`src/rtl/snn_pkg.sv`:
```
`default_nettype none
// ============================================================================
//  Module   : snn_pkg
//  Purpose  : Shared constants and types for the SNN weight path
//             (weight loader, Memory, Multilayer).
//  Revision : 1.0 - initial release
// ============================================================================
package snn_pkg;

  // Default weight memory geometry shared by Memory and Multilayer
  localparam int ADDR_W = 4;
  localparam int DW     = 8;

  // Weight loader control states
  typedef enum logic [1:0] {
    IDLE   = 2'd0,
    WRITE  = 2'd1,
    LOCKED = 2'd2
  } loader_state_t;

endpackage
`default_nettype wire

```
`src/rtl/snn_sync_edge.sv`:
```
`default_nettype none
// ============================================================================
//  Module   : snn_sync_edge
//  Purpose  : 3-flop synchroniser for an asynchronous host pin plus a
//             rising-edge detector on the synchronised value.
//  Revision : 1.0 - initial release
// ============================================================================
module snn_sync_edge (
  input  logic clk,
  input  logic rst_n,
  input  logic async_in,
  output logic rise
);

  logic r_s1;
  logic r_s2;
  logic r_s3;

  // Shift the pin through three flops; s1 absorbs metastability
  always_ff @(posedge clk) begin
    if (!rst_n) begin
      r_s1 <= 1'b0;
      r_s2 <= 1'b0;
      r_s3 <= 1'b0;
    end else begin
      r_s1 <= async_in;
      r_s2 <= r_s1;
      r_s3 <= r_s2;
    end
  end

  assign rise = r_s2 & ~r_s3;

endmodule
`default_nettype wire

```
`src/rtl/snn_weight_loader.sv`:
```
`default_nettype none
// ============================================================================
//  Module   : snn_weight_loader
//  Purpose  : Host-facing weight-load front end. Turns each rising edge of
//             the asynchronous host strobe into exactly one weight Memory
//             write, keeps a written-address mask, write count, checksum and
//             overwrite flag, and locks out writes during inference.
//  Options  : SNN_LOADER_PARITY_EN - adds host_parity input and sticky
//             err_parity output; writes failing even parity are dropped.
//  Revision : 1.0 - initial release
// ============================================================================
module snn_weight_loader #(
  parameter int ADDR_W = snn_pkg::ADDR_W,
  parameter int DW     = snn_pkg::DW,
  parameter int DEPTH  = 1 << ADDR_W
) (
  input  logic              clk,
  input  logic              rst_n,
  input  logic              phase_infer,
  input  logic              host_strobe,
  input  logic              host_clr,
  input  logic [ADDR_W-1:0] host_addr,
  input  logic [DW-1:0]     host_data,
`ifdef SNN_LOADER_PARITY_EN
  input  logic              host_parity,
  output logic              err_parity,
`endif
  output logic              mem_we,
  output logic [ADDR_W-1:0] mem_addr,
  output logic [DW-1:0]     mem_wdata,
  output logic [DEPTH-1:0]  written_mask,
  output logic              all_loaded,
  output logic [ADDR_W:0]   wr_count,
  output logic [DW-1:0]     checksum,
  output logic              err_overwrite
);

  import snn_pkg::*;

  loader_state_t     r_state;
  logic              r_mem_we;
  logic [ADDR_W-1:0] r_mem_addr;
  logic [DW-1:0]     r_mem_wdata;
  logic [DEPTH-1:0]  r_mask;
  logic [ADDR_W:0]   r_wr_count;
  logic [DW-1:0]     r_checksum;
  logic              r_err_ow;
  logic              w_rise;
  logic              w_parity_ok;

  // Strobe synchroniser runs in every state so leaving LOCKED never
  // produces a stale edge
  snn_sync_edge u_strobe_sync (
    .clk      (clk),
    .rst_n    (rst_n),
    .async_in (host_strobe),
    .rise     (w_rise)
  );

`ifdef SNN_LOADER_PARITY_EN
  logic r_err_parity;
  // Even parity across data and parity bit must reduce to zero
  assign w_parity_ok = ~(^{host_data, host_parity});
  assign err_parity  = r_err_parity;
`else
  assign w_parity_ok = 1'b1;
`endif

  // Load-control FSM with registered Memory interface and bookkeeping
  always_ff @(posedge clk) begin
    if (!rst_n) begin
      r_state     <= IDLE;
      r_mem_we    <= 1'b0;
      r_mem_addr  <= '0;
      r_mem_wdata <= '0;
      r_mask      <= '0;
      r_wr_count  <= '0;
      r_checksum  <= '0;
      r_err_ow    <= 1'b0;
`ifdef SNN_LOADER_PARITY_EN
      r_err_parity <= 1'b0;
`endif
    end else begin
      r_mem_we <= 1'b0;
      case (r_state)
        IDLE: begin
          if (phase_infer) begin
            r_state <= LOCKED;
          end else if (host_clr) begin
            // A coincident strobe edge is deliberately dropped here
            r_mask     <= '0;
            r_wr_count <= '0;
            r_checksum <= '0;
            r_err_ow   <= 1'b0;
`ifdef SNN_LOADER_PARITY_EN
            r_err_parity <= 1'b0;
`endif
          end else if (w_rise) begin
            if (w_parity_ok) begin
              r_mem_we          <= 1'b1;
              r_mem_addr        <= host_addr;
              r_mem_wdata       <= host_data;
              r_mask[host_addr] <= 1'b1;
              r_err_ow          <= r_err_ow | r_mask[host_addr];
              r_checksum        <= r_checksum + host_data;
              if (r_wr_count != '1) begin
                r_wr_count <= r_wr_count + 1'b1;
              end
              r_state <= WRITE;
            end else begin
`ifdef SNN_LOADER_PARITY_EN
              r_err_parity <= 1'b1;
`endif
            end
          end
        end
        WRITE: begin
          r_state <= phase_infer ? LOCKED : IDLE;
        end
        LOCKED: begin
          if (!phase_infer) begin
            r_state <= IDLE;
          end
        end
        default: begin
          r_state <= IDLE;
        end
      endcase
    end
  end

  assign mem_we        = r_mem_we;
  assign mem_addr      = r_mem_addr;
  assign mem_wdata     = r_mem_wdata;
  assign written_mask  = r_mask;
  assign all_loaded    = &r_mask;
  assign wr_count      = r_wr_count;
  assign checksum      = r_checksum;
  assign err_overwrite = r_err_ow;

endmodule
`default_nettype wire

```
`config.mk`:
```
export PLATFORM = sky130hd
export DESIGN_NAME = snn_weight_loader
export DESIGN_NICKNAME = d
export VERILOG_FILES = /design/src/rtl/snn_pkg.sv /design/src/rtl/snn_sync_edge.sv /design/src/rtl/snn_weight_loader.sv
export SDC_FILE = /design/constraint.sdc
export NUM_CORES = 1
export LEC_CHECK = 0
export BUFFER_PORTS_ARGS = -buffer_cell sky130_fd_sc_hd__buf_2
export CORE_MARGIN = 10
export CORE_UTILIZATION = 35
export DETAILED_ROUTE_END_ITERATION = 6
export SYNTH_ARGS = -nofsm -noshare
export SYNTH_HDL_FRONTEND = slang
export SYNTH_SLANG_ARGS = --single-unit
```
`constraint.sdc`:
```
create_clock -name clk -period 2.3 [get_ports clk]
set_clock_uncertainty 0.1 [all_clocks]
set_input_delay 0.345 -clock clk [delete_from_list [all_inputs] [get_ports clk]]
set_output_delay 0.345 -clock clk [all_outputs]
set_load 0.02 [all_outputs]
```
==> results.md, run 1 <==
- Clock Pin Slew Worst Setup and Hold Paths: 0.08 ns
- Worst EP required: 2.43 ns
- GRT Overall Usage: 0.1193
- Synth Cell Area: 2230 um^2
- CTS buffer count: 5
- Layout fillers: 678
- Reg2Reg Capture Point: wr_count[3]
- CTS tree: built
- Power Density: 531.3 nW/um^2
- Status: finished, final reports clean
- DR iter-0 viols: 82
- Cell area after layout: 2720 um^2
- Setup_tns: 0 ns
- Post-Route WL: 6049 um
- Synthesis Warnings: 0
- WS Path Type: register to register
- Max Freq: 0.4857 GHz
- Predominant post-synthesis flop cell: dfxtp_1
- I/O pin count: 61
- Post-Syn Area per Cell: 9.329 um^2
- Unrepaired setup endpoints after global routing: false
- DRT antenna net count: 0
- Initial Util: 0.3552
- Crit path launch type: register
- Post-DR wirelength/cell: 15.96 um
- Clock root cell: clkbuf_8
- Total Nets Final: 329
- Clock sink count: 48
- Core footprint: 6277 um^2
- Height of the die: 99.82 um
- Placed cell areas: 2643 um^2
- FF-to-FF Start: wr_count[0]
- Setup Fix Bufs, Post-CTS: 0
- Min cycle time layout: 2.059 ns
- Fin. Hold Viols: 0
- Hold EP: u_strobe_sync.r_s1
- Clock tree buffer depth: 2
- Worst Reg-to-Reg Cells: 8
- PostCTS Resize Cnt: 0
- Via count of the routed design: 1967
- Cell count after synthesis: 239
- Die width: 99.82 um
- Routability congestion estimate: 0.8276
- Number of flops mapped to enable cells by yosys: 0
- Register bit count reported by yosys: 48
- CP Capture Type: register
- Hold path start: host_strobe
- # setup viols final: 0
- Synth unique cells: 42
- Antenna violations before repair: 0
- Period utilization: 0.8951
- Pin count of the biggest net entering global routing: 28
- Syn_nets: 266
- Asr flop ratio synth: 0
- Layout cells sized above 1: 0.2649
- P&R area growth vs syn: 22.00%
- Worst-margin pin slew: 0.5376 ns
- Pre-antenna DRT Iters: 4
- Pleak: 1.216 nW
- Standard-cell row count: 29
- Clk_lat worst skew: 0.30 ns
- Dpl hpwl: 4603 um
- CP max FO: 6
- Register area share after synthesis: 0.4310
- Commonest non-fill, non-tap cells in the layout: buf_2, dfxtp_1, nand2_1
- Slew headroom: 0.6388
- GR Overflow Total: 0
- VDD IR max: 0.0002756 V
- H-tree lvl count: 2
- Antenna diodes: 0
- Most common cell after layout, fill and taps aside: buf_2
- Fin. max-slew vios: 0
- Max-cap violation count: 0
- Die area: 9963 um^2
- Drt drc: 0
- Class of the worst hold path: input port to register
- R2R Setup Slk: 0.24 ns
- Vias in the first global route: 1896
- Global-route wire length before repair: 9735 um
- WHS Path Cells: 2
- Routed vias/inst: 5.190
- Port Buf Inserts: 60
- Crit path DAT: 2.19 ns
- Cts hold-fix bufs: 0
-- cell families after synthesis --
group / share of synthesized area
simple gates: 0.2228
compound gates: 0.1947
flops: 0.4310
buf+inv: 0.03143
fa+ha+maj: 0.05948
mux: 0.04490
xor+xnor: 0.01572
-- report_power, final --
group,total [mW],leakage (nW),internal [mW],switching [mW]
sequential,0.843,0.388,0.838,0.00488
clock,0.477,0.0410,0.207,0.270
combinational,0.125,0.787,0.0505,0.0747
-- final cells by class --
class                      count  area (um^2)  area share
timing repair buffer          69        367.9      0.1352
sequential                    48        960.9      0.3533
multi-input combinational    173         1199      0.4407
clock inverter                 1        5.005    0.001840
clock buffer                   6        72.57     0.02668
tap                           77        96.34     0.03542
inverter                       5        18.77    0.006900
-- worst max-delay path by stage --
stage / startpoint / endpoint / slack (ns) / cells after the start
after floorplan: wr_count[0] / wr_count[3] / 0.11 / 7
final: wr_count[0] / wr_count[3] / 0.24 / 8
after global routing: wr_count[0] / wr_count[2] / 0.05 / 9
after global placement: host_data[4] / checksum[7] / 0.18 / 7
after CTS: wr_count[0] / wr_count[3] / 0.22 / 8
after detailed placement: host_data[4] / checksum[7] / 0.16 / 7
-- metal layers --
metal | share of wire | vias to the layer above | track usage | routed length [um]
met2 | 0.47 | 64 | 0.1911 | 2857
met1 | 0.44 | 908 | 0.1495 | 2667
met4 | 0.014 | 0 | 0.03638 | 82
met3 | 0.073 | 8 | 0.03709 | 441
met5 | 0 | - | 0 | 0
li1 | - | 987 | - | -
-- metrics by stage --
step	std cells	total power, mW	utilization	hold slack, ns	worst slack, ns
2_1_floorplan	239	0.9437	-	0.3119	0.1129
3_3_place_gp	372	0.9866	0.4210	0.3223	0.1823
3_5_place_dp	372	0.9878	0.4210	0.3235	0.1620
4_1_cts	379	1.465	0.4333	0.1477	0.2159
5_1_grt	379	1.518	0.4333	0.1452	0.05394
6_report	379	1.445	0.4333	0.1527	0.2413
-- synthesized netlist by cell type, types with 2 or more instances --
cell,instances,area share
a31oi_1,2,0.0056
clkbuf_1,10,0.017
a21oi_1,6,0.013
a32oi_1,4,0.016
a21o_1,3,0.010
inv_1,5,0.0084
buf_2,2,0.0045
mux4_2,4,0.040
or4b_1,2,0.0090
a22oi_1,13,0.044
nor4_1,2,0.0056
nor2_1,6,0.010
nand2_1,34,0.057
a21boi_0,12,0.040
nor3b_1,3,0.010
and2_1,7,0.020
o21ai_0,8,0.018
o21a_1,2,0.0067
ha_1,9,0.051
dfxtp_1,48,0.43
nor2b_1,20,0.056
nand3_1,6,0.013
nor3_1,6,0.013
nand4_1,4,0.011
xnor2_1,3,0.012
a22o_1,2,0.0079
-- sequential cells by signal, indices dropped and copies added, names as in the netlist --
register,flops
err_overwrite,1
r_state,2
mem_wdata,8
mem_addr,4
u_strobe_sync.r_s3,1
checksum,8
wr_count,5
u_strobe_sync.r_s2,1
u_strobe_sync.r_s1,1
mem_we,1
written_mask,16
-- worst max-delay path, cell delays in order (launching register included) --
cell and delay, ns:
dfxtp_1 0.35, ha_1 0.23, and3_1 0.19, ha_1 0.17, nor4_1 0.23, buf_4 0.17
a21boi_4 0.07, or3_1 0.35, a21oi_1 0.13
Power figures use the tool's default switching activity.
==> run 2: changes to the inputs <==
--- a/config.mk
+++ b/config.mk
@@ -9,6 +9,7 @@
 export CORE_MARGIN = 10
 export CORE_UTILIZATION = 35
 export DETAILED_ROUTE_END_ITERATION = 6
+export REMOVE_ABC_BUFFERS = 1
 export SYNTH_ARGS = -nofsm -noshare
 export SYNTH_HDL_FRONTEND = slang
 export SYNTH_SLANG_ARGS = --single-unit
==> run 2 against run 1 <==
Flip-flop and latch count unchanged. Clock-buffer cell count is the same. Die area unchanged. First-iteration DRC count decreased by 17%. Via count shrank 0.20%. Sequential power barely moved. Combinational power is essentially flat. Worst hold slack gained 0.0019 ns. Fmax rose by 0.44%. Critical path type unchanged. Highest routed layer unchanged.
==> results.md, run 2 (synthesis gave the netlist of run 1 again) <==
- Status: finished, final reports clean
- Drt drc: 0
- Routed vias/inst: 5.193
- VDD IR max: 0.0002808 V
- Antenna diodes: 0
- DRT antenna net count: 0
- Setup_tns: 0 ns
- CP peak stage delay: 0.35 ns
- Vias in the first global route: 1986
- Cell area after layout: 2735 um^2
- Clock root cell: clkbuf_8
- P&R area growth vs syn: 22.67%
- Fin. max-slew vios: 0
- DR iter-0 viols: 68
- CTS buffer count: 5
- Finished Layout Cells: 378
- Clock tree buffer depth: 2
- Placed cell areas: 2628 um^2
- # setup viols final: 0
- Layout cells sized above 1: 0.2625
- Class of the worst hold path: input port to register
- PostCTS Resize Cnt: 0
- Cts hold-fix bufs: 0
- Critical-path cell list: ha_1, and3_1, ha_1, nor4_1, buf_4, a21boi_4, or3_1, a21oi_1
- Post-Route WL: 5988 um
- Most common cell after layout, fill and taps aside: buf_2
- Total Nets Final: 327
- Standard-cell row count: 29
- Die width: 99.82 um
- Max-cap violation count: 0
- Pleak: 1.220 nW
- CTS tree: built
- Fin. Hold Viols: 0
- Via count of the routed design: 1963
- Clk_lat worst skew: 0.30 ns
- Power Density: 576.8 nW/um^2
- Period utilization: 0.8912
- Max Freq: 0.4879 GHz
- WS Path Type: register to register
- Layout fillers: 649
- Core footprint: 6277 um^2
- GRT Overall Usage: 0.1194
- Core Util, Final: 0.4357
- Worst path slowest cell: dfxtp_1
- Crit path DAT: 2.19 ns
- Initial Util: 0.3552
- Inst Count DP: 370
- CP Capture Type: register
- Slew headroom: 0.6606
- Routability congestion estimate: 0.8059
- Post-DR wirelength/cell: 15.84 um
- Pre-antenna DRT Iters: 4
- Antenna violations before repair: 0
- I/O pin count: 61
- Buffers & Inverters on Critical Path: 1
- Largest delay share family, worst path: simple AND/OR/NAND/NOR gates
- Commonest non-fill, non-tap cells in the layout: buf_2, dfxtp_1, nand2_1
- Crit path launch type: register
- Global-route wire length before repair: 9846 um
- Port Buf Inserts: 60
- Clock Pin Slew Worst Setup and Hold Paths: 0.09 ns
- Clock sink count: 48
- CP max FO: 6
- Unrepaired setup endpoints after global routing: false
- Worst-margin pin slew: 0.5091 ns
- Worst EP required: 2.44 ns
- Dpl hpwl: 4521 um
- Most frequent CP cell: ha_1
- Setup Fix Bufs, Post-CTS: 0
- GR Overflow Total: 0
- Pin count of the biggest net entering global routing: 26
- Height of the die: 99.82 um
- Min cycle time layout: 2.050 ns
- Number of flip-flops under the largest register name: 16
- H-tree lvl count: 2
- Die area: 9963 um^2
==> run 2: changes by cell type in the layout (fill, tap and decap cells not counted) <==
cell       delta
buf_4         -2
bufinv_16     +1
==> run 2: per-layer routing <==
layer	wire length [um]	track usage
met5	0	0
met4	84	0.03638
met3	456	0.04464
met2	2716	0.1847
met1	2731	0.1506
==> run 2: through the flow <==
stage	setup slack [ns]	power [mW]	hold slack (ns)
finish	0.2504	1.578	0.1547
CTS	0.2360	1.594	0.1441
detailed placement	0.1463	0.9874	0.3210
floorplan	0.1128	0.9270	0.3118
global placement	0.1751	0.9862	0.3145
global route	0.1075	1.638	0.1594
==> run 2: final timing paths <==
check	start	to	slack [ns]	cells after the start
setup / recovery	wr_count[0]	wr_count[3]	0.25	8
hold / removal	host_strobe	u_strobe_sync.r_s1	0.15	2
setup reg to reg	wr_count[0]	wr_count[3]	0.25	8
hold reg to reg	u_strobe_sync.r_s1	u_strobe_sync.r_s2	0.34	1
==> run 2: power breakdown <==
part | total, mW | internal, mW | switching (mW)
combinational | 0.124 | 0.0497 | 0.0744
sequential | 0.843 | 0.838 | 0.00502
clock | 0.611 | 0.323 | 0.287
==> run 2: area by class of cell <==
class | instances | area (um^2) | area share
sequential | 48 | 960.9 | 0.3513
timing repair buffer | 67 | 352.8 | 0.1290
multi-input combinational | 173 | 1199 | 0.4382
inverter | 5 | 18.77 | 0.006862
tap | 77 | 96.34 | 0.03522
clock buffer | 6 | 72.57 | 0.02653
clock inverter | 2 | 35.03 | 0.01281
==> run 2: worst reg2reg max path: stages, from the launching register on <==
cell,delay [ns]
dfxtp_1,0.35
ha_1,0.23
and3_1,0.19
ha_1,0.17
nor4_1,0.22
buf_4,0.17
a21boi_4,0.07
or3_1,0.35
a21oi_1,0.14
